$ cat config.mk
export PLATFORM = sky130hd
export DESIGN_NAME = alu_seq_top
export DESIGN_NICKNAME = d
export VERILOG_FILES = /design/src/rtl/alu_seq_top.sv
export SDC_FILE = /design/constraint.sdc
export NUM_CORES = 1
export LEC_CHECK = 0
export ABC_AREA = 1
export CAP_MARGIN = 10
export CORE_ASPECT_RATIO = 0.8
export CORE_MARGIN = 3
export CORE_UTILIZATION = 53
export DETAILED_ROUTE_END_ITERATION = 10
export GPL_TIMING_DRIVEN = 0
export HOLD_SLACK_MARGIN = 0.03
export PLACE_DENSITY = 0.85
export SLEW_MARGIN = 20
export SYNTH_ARGS = -nofsm -noshare
export SYNTH_HDL_FRONTEND = slang
export SYNTH_SLANG_ARGS = --single-unit
$ cat constraint.sdc
create_clock -name clock -period 2.1 [get_ports clock]
set_clock_uncertainty 0.05 [all_clocks]
set_input_delay 0.21 -clock clock [delete_from_list [all_inputs] [get_ports clock]]
set_output_delay 0.21 -clock clock [all_outputs]
set_load 0.02 [all_outputs]
$ cat src/rtl/alu_seq_top.sv
// ---------------------------------------------------------------------------
// alu_seq_top
//
// Switch/button driven ALU for the board top level. Operands A and B and the
// opcode all come from the shared switch bank. A rising edge on a button
// (after a two-stage synchroniser) commits exactly one action:
//   i_btn[0] : A      <= i_sw[NB_DATA-1:0]
//   i_btn[1] : B      <= i_sw[NB_DATA-1:0]
//   i_btn[2] : opcode <= i_sw[NB_OP-1:0] and the result of f(A, B, opcode)
//              is registered onto o_led / o_flags / o_op_err
//
// Optional build macro:
//   ALU_ACCUM_EN - a legal evaluation also writes the result back into A,
//                  so that operations can be chained. A coincident load of A
//                  takes priority over the write-back.
//
// Ports:
//   clock     single clock, all logic on the rising edge
//   i_reset   synchronous, active-high reset
//   i_sw      [NB_SW-1:0]   operand / opcode source
//   i_btn     [NB_BTN-1:0]  asynchronous pushbuttons (bit 0 A, 1 B, 2 eval)
//   o_led     [NB_DATA-1:0] registered result
//   o_flags   [3:0]         registered {N, Z, C, V}
//   o_valid                 o_led matches the current A/B registers
//   o_op_err                last evaluated opcode was unsupported
// ---------------------------------------------------------------------------
module alu_seq_top #(
    parameter int NB_DATA = 8,
    parameter int NB_OP   = 6,
    parameter int NB_BTN  = 3,
    parameter int NB_SW   = 8
) (
    input  logic               clock,
    input  logic               i_reset,
    input  logic [NB_SW-1:0]   i_sw,
    input  logic [NB_BTN-1:0]  i_btn,
    output logic [NB_DATA-1:0] o_led,
    output logic [3:0]         o_flags,
    output logic               o_valid,
    output logic               o_op_err
);

    localparam int MSB = NB_DATA - 1;

    // Supported opcodes; for NB_OP > 6 the upper bits must be zero.
    localparam logic [NB_OP-1:0] OP_ADD = NB_OP'(6'b100000);
    localparam logic [NB_OP-1:0] OP_SUB = NB_OP'(6'b100010);
    localparam logic [NB_OP-1:0] OP_AND = NB_OP'(6'b100100);
    localparam logic [NB_OP-1:0] OP_OR  = NB_OP'(6'b100101);
    localparam logic [NB_OP-1:0] OP_XOR = NB_OP'(6'b100110);
    localparam logic [NB_OP-1:0] OP_NOR = NB_OP'(6'b100111);
    localparam logic [NB_OP-1:0] OP_SRA = NB_OP'(6'b000011);
    localparam logic [NB_OP-1:0] OP_SRL = NB_OP'(6'b000010);

    // NB_DATA always fits in NB_DATA bits since NB_DATA < 2**NB_DATA.
    localparam logic [NB_DATA-1:0] SHIFT_LIMIT = NB_DATA'(NB_DATA);

    // Button front end: two-stage synchroniser plus rising-edge detect.
    logic [2:0] btn_s1;
    logic [2:0] btn_s2;
    logic [2:0] pulse;

    logic [NB_DATA-1:0] reg_a;
    logic [NB_DATA-1:0] reg_b;
    logic [NB_OP-1:0]   op_reg;

    logic [NB_OP-1:0]   sw_op;
    logic [NB_DATA:0]   add_ext;
    logic [NB_DATA:0]   sub_ext;
    logic               shift_big;

    logic [NB_DATA-1:0] alu_res;
    logic               alu_c;
    logic               alu_v;
    logic               alu_legal;
    logic [3:0]         alu_flags;

    assign pulse     = btn_s1 & ~btn_s2;
    assign sw_op     = i_sw[NB_OP-1:0];

    // Extra bit carries the carry out (add) or the borrow (sub).
    assign add_ext   = {1'b0, reg_a} + {1'b0, reg_b};
    assign sub_ext   = {1'b0, reg_a} - {1'b0, reg_b};
    assign shift_big = (reg_b >= SHIFT_LIMIT);

    // The opcode under evaluation is taken straight from the switches, so the
    // result is ready in the same cycle as the evaluate pulse.
    always_comb begin
        // NOTE: every output of a combinational block gets a default first;
        // a path that leaves one unassigned would infer a latch.
        alu_res   = '0;
        alu_c     = 1'b0;
        alu_v     = 1'b0;
        alu_legal = 1'b1;
        case (sw_op)
            OP_ADD: begin
                alu_res = add_ext[MSB:0];
                alu_c   = add_ext[NB_DATA];
                alu_v   = (reg_a[MSB] == reg_b[MSB]) && (add_ext[MSB] != reg_a[MSB]);
            end
            OP_SUB: begin
                alu_res = sub_ext[MSB:0];
                alu_c   = sub_ext[NB_DATA];
                alu_v   = (reg_a[MSB] != reg_b[MSB]) && (sub_ext[MSB] != reg_a[MSB]);
            end
            OP_AND:  alu_res = reg_a & reg_b;
            OP_OR:   alu_res = reg_a | reg_b;
            OP_XOR:  alu_res = reg_a ^ reg_b;
            OP_NOR:  alu_res = ~(reg_a | reg_b);
            OP_SRA:  alu_res = shift_big ? {NB_DATA{reg_a[MSB]}}
                                         : NB_DATA'($signed(reg_a) >>> reg_b);
            OP_SRL:  alu_res = shift_big ? '0 : (reg_a >> reg_b);
            default: alu_legal = 1'b0;
        endcase
    end

    // Illegal opcodes report all-zero flags (alu_res is already zero).
    assign alu_flags = alu_legal ? {alu_res[MSB], (alu_res == '0), alu_c, alu_v} : 4'b0000;

    always_ff @(posedge clock) begin
        if (i_reset) begin
            // NOTE: state registers use non-blocking assignments so every
            // register samples pre-edge values, independent of statement order.
            btn_s1   <= '0;
            btn_s2   <= '0;
            reg_a    <= '0;
            reg_b    <= '0;
            op_reg   <= '0;
            o_led    <= '0;
            o_flags  <= '0;
            o_valid  <= 1'b0;
            o_op_err <= 1'b0;
        end else begin
            btn_s1 <= i_btn[2:0];
            btn_s2 <= btn_s1;

            if (pulse[0]) begin
                reg_a <= i_sw[NB_DATA-1:0];
            end
`ifdef ALU_ACCUM_EN
            else if (pulse[2] && alu_legal) begin
                reg_a <= alu_res;
            end
`endif

            if (pulse[1]) begin
                reg_b <= i_sw[NB_DATA-1:0];
            end

            if (pulse[2]) begin
                op_reg   <= sw_op;
                o_led    <= alu_res;
                o_flags  <= alu_flags;
                o_op_err <= ~alu_legal;
                // A coincident operand load makes the fresh result stale.
                o_valid  <= alu_legal & ~pulse[0] & ~pulse[1];
            end else if (pulse[0] || pulse[1]) begin
                o_valid  <= 1'b0;
            end
        end
    end

    // op_reg is kept for debug visibility only; extra switch/button bits beyond
    // the configured widths are intentionally ignored.
    logic unused_sink;
    assign unused_sink = ^{op_reg, i_sw, i_btn};

endmodule

; Word level (Yosys, flattened, before mapping)
; Index checks and enable logic that the tools add are counted.
[classes]
mux = 9
n_reduce_logical = 6
shifts = 2
addsub = 2
n_mul = 0
eq_ne = 12
div_mod_pow = 0
magnitude_cmp = 1
n_bitwise = 11
[ops]
columns = operator, n
row1 = case mux 8 bit (8 select lines), 1
row2 = equality test 6 bit (second input constant), 6
row3 = two-way mux 8 bit, 2
row4 = equality test 6 x 2 -> 1 bit (second input constant), 2
row5 = adder 8 x 8 -> 9 bit, 1
row6 = subtractor 8 x 8 -> 9 bit, 1
row7 = AND 8 bit, 1
row8 = greater-or-equal comparator 8 x 4 -> 1 bit (second input constant), 1
row9 = zero test 8 bit, 1
row10 = inverter 8 bit, 1
row11 = OR 8 bit, 1
row12 = OR reduction 8 bit, 1
row13 = right shift 8 x 8 -> 8 bit, 1
row14 = >>> shifter 8 x 8 -> 8 bit, 1
row15 = bitwise XOR 8 bit, 1
row16 = two-way mux 4 bit, 1
row17 = case mux 1 bit (2 select lines), 2
row18 = AND 3 bit, 1
row19 = two-way mux 1 bit, 3
row20 = inequality test 1 bit, 3
row21 = inverter 1 bit, 3
row22 = inverter 3 bit, 1
row23 = AND 1 bit, 2
row24 = logical AND 1 bit, 2
row25 = 3 further kinds, 3
[word_totals]
romBits = 0
n_memories = 0
latchBits = 0
output_inout_bits = 14
inputBits = 13
regBits = 36
ramBits = 0
wordCells = 51

; Longest topological paths before layout
[logic_depth]
ltp_word = 6
depth_mapped = 17
mapped_depth_nobuf = 15

; Worst setup path before layout
; Ideal clock, no wire load.
[synth_timing]
kind = register -> register
from = reg reg_b[1]
to = reg o_led[7]
setup_slack_ps = -52
arrival_ps = 1987
path_stages_with_launch = 15
required_time_ps = 1935
cell_sequence = dfxtp_1 > buf_2 > inv_1 > buf_4 > ha_1 > nand3_1 > nand2_1 > nand4_1 > nand3_1 > xor2_1 > nor2_1 > nor2_1 > nand2_1 > o211ai_1 > inv_2
[synth_via]
elab_chain_len = 3
word_cells_on_any_way = 8
[synth_lines]
columns = element, line
row1 = "start, declared", 64  ; logic [NB_DATA-1:0] reg_b;
row2 = "start signal, assigned", 147  ; reg_b <= i_sw[NB_DATA-1:0];
row3 = greater-or-equal comparator 8 x 4 -> 1 bit (tied with other cells), 84  ; assign shift_big = (reg_b >= SHIFT_LIMIT);
row4 = two-way mux 8 bit (on tied branches), "112, 110"
row5 = case mux 8 bit (8 select lines) *, 95  ; case (sw_op)
row6 = "end signal, assigned", 152  ; o_led <= alu_res;
row7 = "end, declared", 37  ; output logic [NB_DATA-1:0] o_led,
; Mark *: on every way between the ends. The rest lies on a longest branch, timed or not.
; A chain may end at the register's enable or synchronous reset.

; Worst setup path after layout
[layout_timing]
from = reg reg_a[0]
to = reg o_flags[2]
[layout_via]
elab_chain_len = 5
word_cells_on_any_way = 13
[layout_lines]
columns = element, line
row1 = "start, declared", 63  ; logic [NB_DATA-1:0] reg_a;
row2 = "start signal, assigned", 138  ; reg_a <= i_sw[NB_DATA-1:0];
row3 = branches (longest 2 deep; another with subtractor 8 x 8 -> 9 bit), -
row4 = case mux 8 bit (8 select lines) *, 95
row5 = zero test 8 bit *, 118  ; assign alu_flags = alu_legal ? {alu_res[MSB], (alu_res == '0), alu_c, alu_v} : 4'b0000;
row6 = two-way mux 4 bit *, 118
row7 = "end signal, assigned", 153  ; o_flags <= alu_flags;
row8 = "end, declared", 38  ; output logic [3:0] o_flags,
; Every way passes the cells marked *.

==> results_dict.tcl <==
set metrics [dict create \
    status "finished, violations left" \
    violations "setup timing" \
    cts-root-buf "clkbuf_8" \
    synthXorXnorAreaFrac_pct 0.556 \
    mostFrequentLayoutCells "109 x nand2_1, 52 x nor2_1, 51 x inv_1" \
    clkTransAtPathRegs_ns 0.08 \
    synth_cells 516 \
    cp_common_cell "nor2_1" \
    drv_slew 0 \
    final_common_cell "nand2_1" \
    ios 27 \
    area_growth_pct 30.9 \
    hold_class "input pin to flip-flop" \
    fillers 443 \
    setup_viol 3 \
    drv_cap 0 \
    critical_path.max_stage_delay_ns 0.39 \
    io_buffer_count 25 \
    syn_avg_cell_area_um2 6.11 \
    cts_tree "built" \
    grt_max_degree 14 \
    synth-edff-count 0 \
    synthMuxAreaShare_pct 0 \
    wl_um 11300 \
    yosys.area.top_type_share_pct 22.2 \
    wl_per_cell_um 17.4 \
    first_pass_iters 5 \
    grt_pass1_vias 3321 \
    netlist.top_cell.by_area "dfxtp_1" \
    whs_ns 0.298 \
    final_util_pct 73.9 \
    critical_path_required_ns 2.28 \
    cts_max_level 2 \
    max-vdd-ir-drop_uv 554 \
    fp.dieH_um 75.0 \
    globalRouteTotalUtil_pct 30.9 \
    synthAdderAreaFrac_pct 11.2 \
    synth_top_family_by_area "simple AND/OR/NAND/NOR gates" \
    relSlewSlack_pct 61.3 \
    clock_latency_ns 0.30 \
    yosysWarnings 0 \
    yosys-top-cells-area "dfxtp_1 22%, nand2_1 14%, ha_1 9.9%" \
    yosysSeqAreaShare_pct 22.2 \
    synth_compound_area_share_pct 13.8 \
    fin_nets 611 \
    clk_path_buf_depth 2 \
    die-area_mm2 0.00692 \
    cts_sinks 35 \
    start_util_pct 56.5 \
    synth_area_mm2 0.00315 \
    fin_total_pwr_mw 2.20 \
    drc 0 \
    fmax_mhz 451 \
    crit_slowest_cell "fa_2" \
    grt_pass1_wl_um 16500 \
    rows 24 \
    synthSimpleGateAreaFrac_pct 40.9 \
    r2r_setup_slack_ns -0.12 \
    die_w_um 92.2 \
    rsz0062_at_grt "true" \
    ys_types 33 \
    vias 3861 \
    path_max_fanout 4 \
    critical_path_class "flip-flop to flip-flop" \
    finalHoldViolCount 0 \
    drive_above_1_share_pct 24.5 \
    ys.flop_type "dfxtp_1" \
    avgViaCountPerCell 5.94 \
    gr-total-overflow 0 \
    dpl.hpwl_um 7700 \
    worst_pin_slew_ns 0.579 \
    dr.first_iter.drc_count 471 \
    p_leak_nw 1.90 \
    num_antenna_cells 0 \
    drt.antenna.violating_nets 0 \
    powerDensity_mw_per_mm2 534 \
    end_kind "flip-flop" \
    routabilityCongestion 1.06 \
    worst_slack_ns -0.115 \
    finalCriticalPeriod_ns 2.22 \
    synth_nets 556 \
    coreArea_mm2 0.00559 \
    async_reset_ff_share_pct 0 \
    post-route-period-util_pct 105 \
    cp-start-kind "flip-flop" \
    antenna_found_initial 0 \
    cts_inserted_buffers 5 \
    worstPathArrival_ns 2.39 \
    synth_seq_cells 35 \
    crit_chain "ha_4, fa_2, nand3_1, nand3_2, nor2_1, nor2_1, nor2_2, nand2_1, nor2_2, nand2_1, nor2_1, nand4_1, a21oi_1" \
]
==> sequential cells by signal, summed over array words and instances, names as in the netlist <==
name and flops:
o_op_err 1, reg_b 8, o_led 8, btn_s1 3, o_valid 1, btn_s2 3, reg_a 8, o_flags 3
==> metal layers <==
| layer | vias to the layer above | routed length [µm] | global-route usage (%) |
|---|---|---|---|
| met2 | 280 | 5080 | 50.2 |
| li1 | 1788 | - | - |
| met1 | 1738 | 4500 | 41.8 |
| met3 | 55 | 1320 | 6.79 |
| met4 | 0 | 416 | 9.72 |
| met5 | - | 0 | 0 |
==> cells by family (layout without fill, tap and decap cells) <==
group,after synthesis,after routing
flops,35,35
fa+ha+maj,27,27
buf+inv,89,145
xor+xnor,2,2
simple gates,279,279
compound gates,84,84
==> critical path: cells and delay by family, from the launching register on <==
kind | cells | cell delay (ns)
flip-flops | 1 | 0.38
AO/OA/AOI/OAI | 1 | 0.12
AND/OR/NAND/NOR | 10 | 1.02
adder cells (fa/ha/maj) | 2 | 0.57
==> power breakdown <==
group	switching, mW	internal, mW
Sequential	0.0442	0.700
Combinational	0.507	0.312
Clock	0.281	0.360
Total	0.832	1.37
==> final timing paths <==
path                   from    endpoint  cells past startpoint
hold / removal      i_reset     o_valid                      2
setup reg to reg   reg_a[0]  o_flags[2]                     13
setup / recovery   reg_a[0]  o_flags[2]                     13
hold reg to reg   btn_s1[2]   btn_s2[2]                      2
==> metrics by stage <==
stage	std cells	setup WS [ns]	TNS (ns)	cell area (µm²)
2_1_floorplan	516	0.0198	0	3160
3_3_place_gp	619	-0.465	-2.36	3510
3_5_place_dp	619	-0.494	-2.68	3510
4_1_cts	640	-0.103	-0.175	3920
5_1_grt	650	-0.209	-0.734	4130
6_report	650	-0.115	-0.219	4130
==> final cells by class <==
class	instances	area [µm²]	area share (%)
sequential	35	741	17.9
clock inverter	3	47.5	1.15
tap	78	97.6	2.36
multi-input combinational	392	2340	56.8
inverter	73	287	6.94
buffer	15	104	2.52
clock buffer	5	68.8	1.67
timing repair buffer	49	438	10.6
==> cells in the mapped netlist (2+ instances only) <==
cell type  count
nor2_4         6
fa_1           2
nor2_1        60
nor2_2         6
a21oi_1       38
ha_1          25
xor2_1         2
nor3_1         3
buf_2          5
nand3_2        2
nand4_1       20
nand2_2        4
inv_1         62
nand3b_1       3
o21ai_0       34
clkbuf_1       7
dfxtp_1       35
buf_4          3
o21ai_1        6
nand3_1       53
nand2_1      117
o211ai_1       3
inv_2         10
==> repair_timing <==
item / CTS / global route
hold buffers: 0 / 0
gates resized for setup: 61 / 46
setup buffers: 13 / 10
cloned: 0 / 1
pin swaps: 20 / 21
setup endpoints to repair: 10 / 8
(Power assumes the default switching activity.)
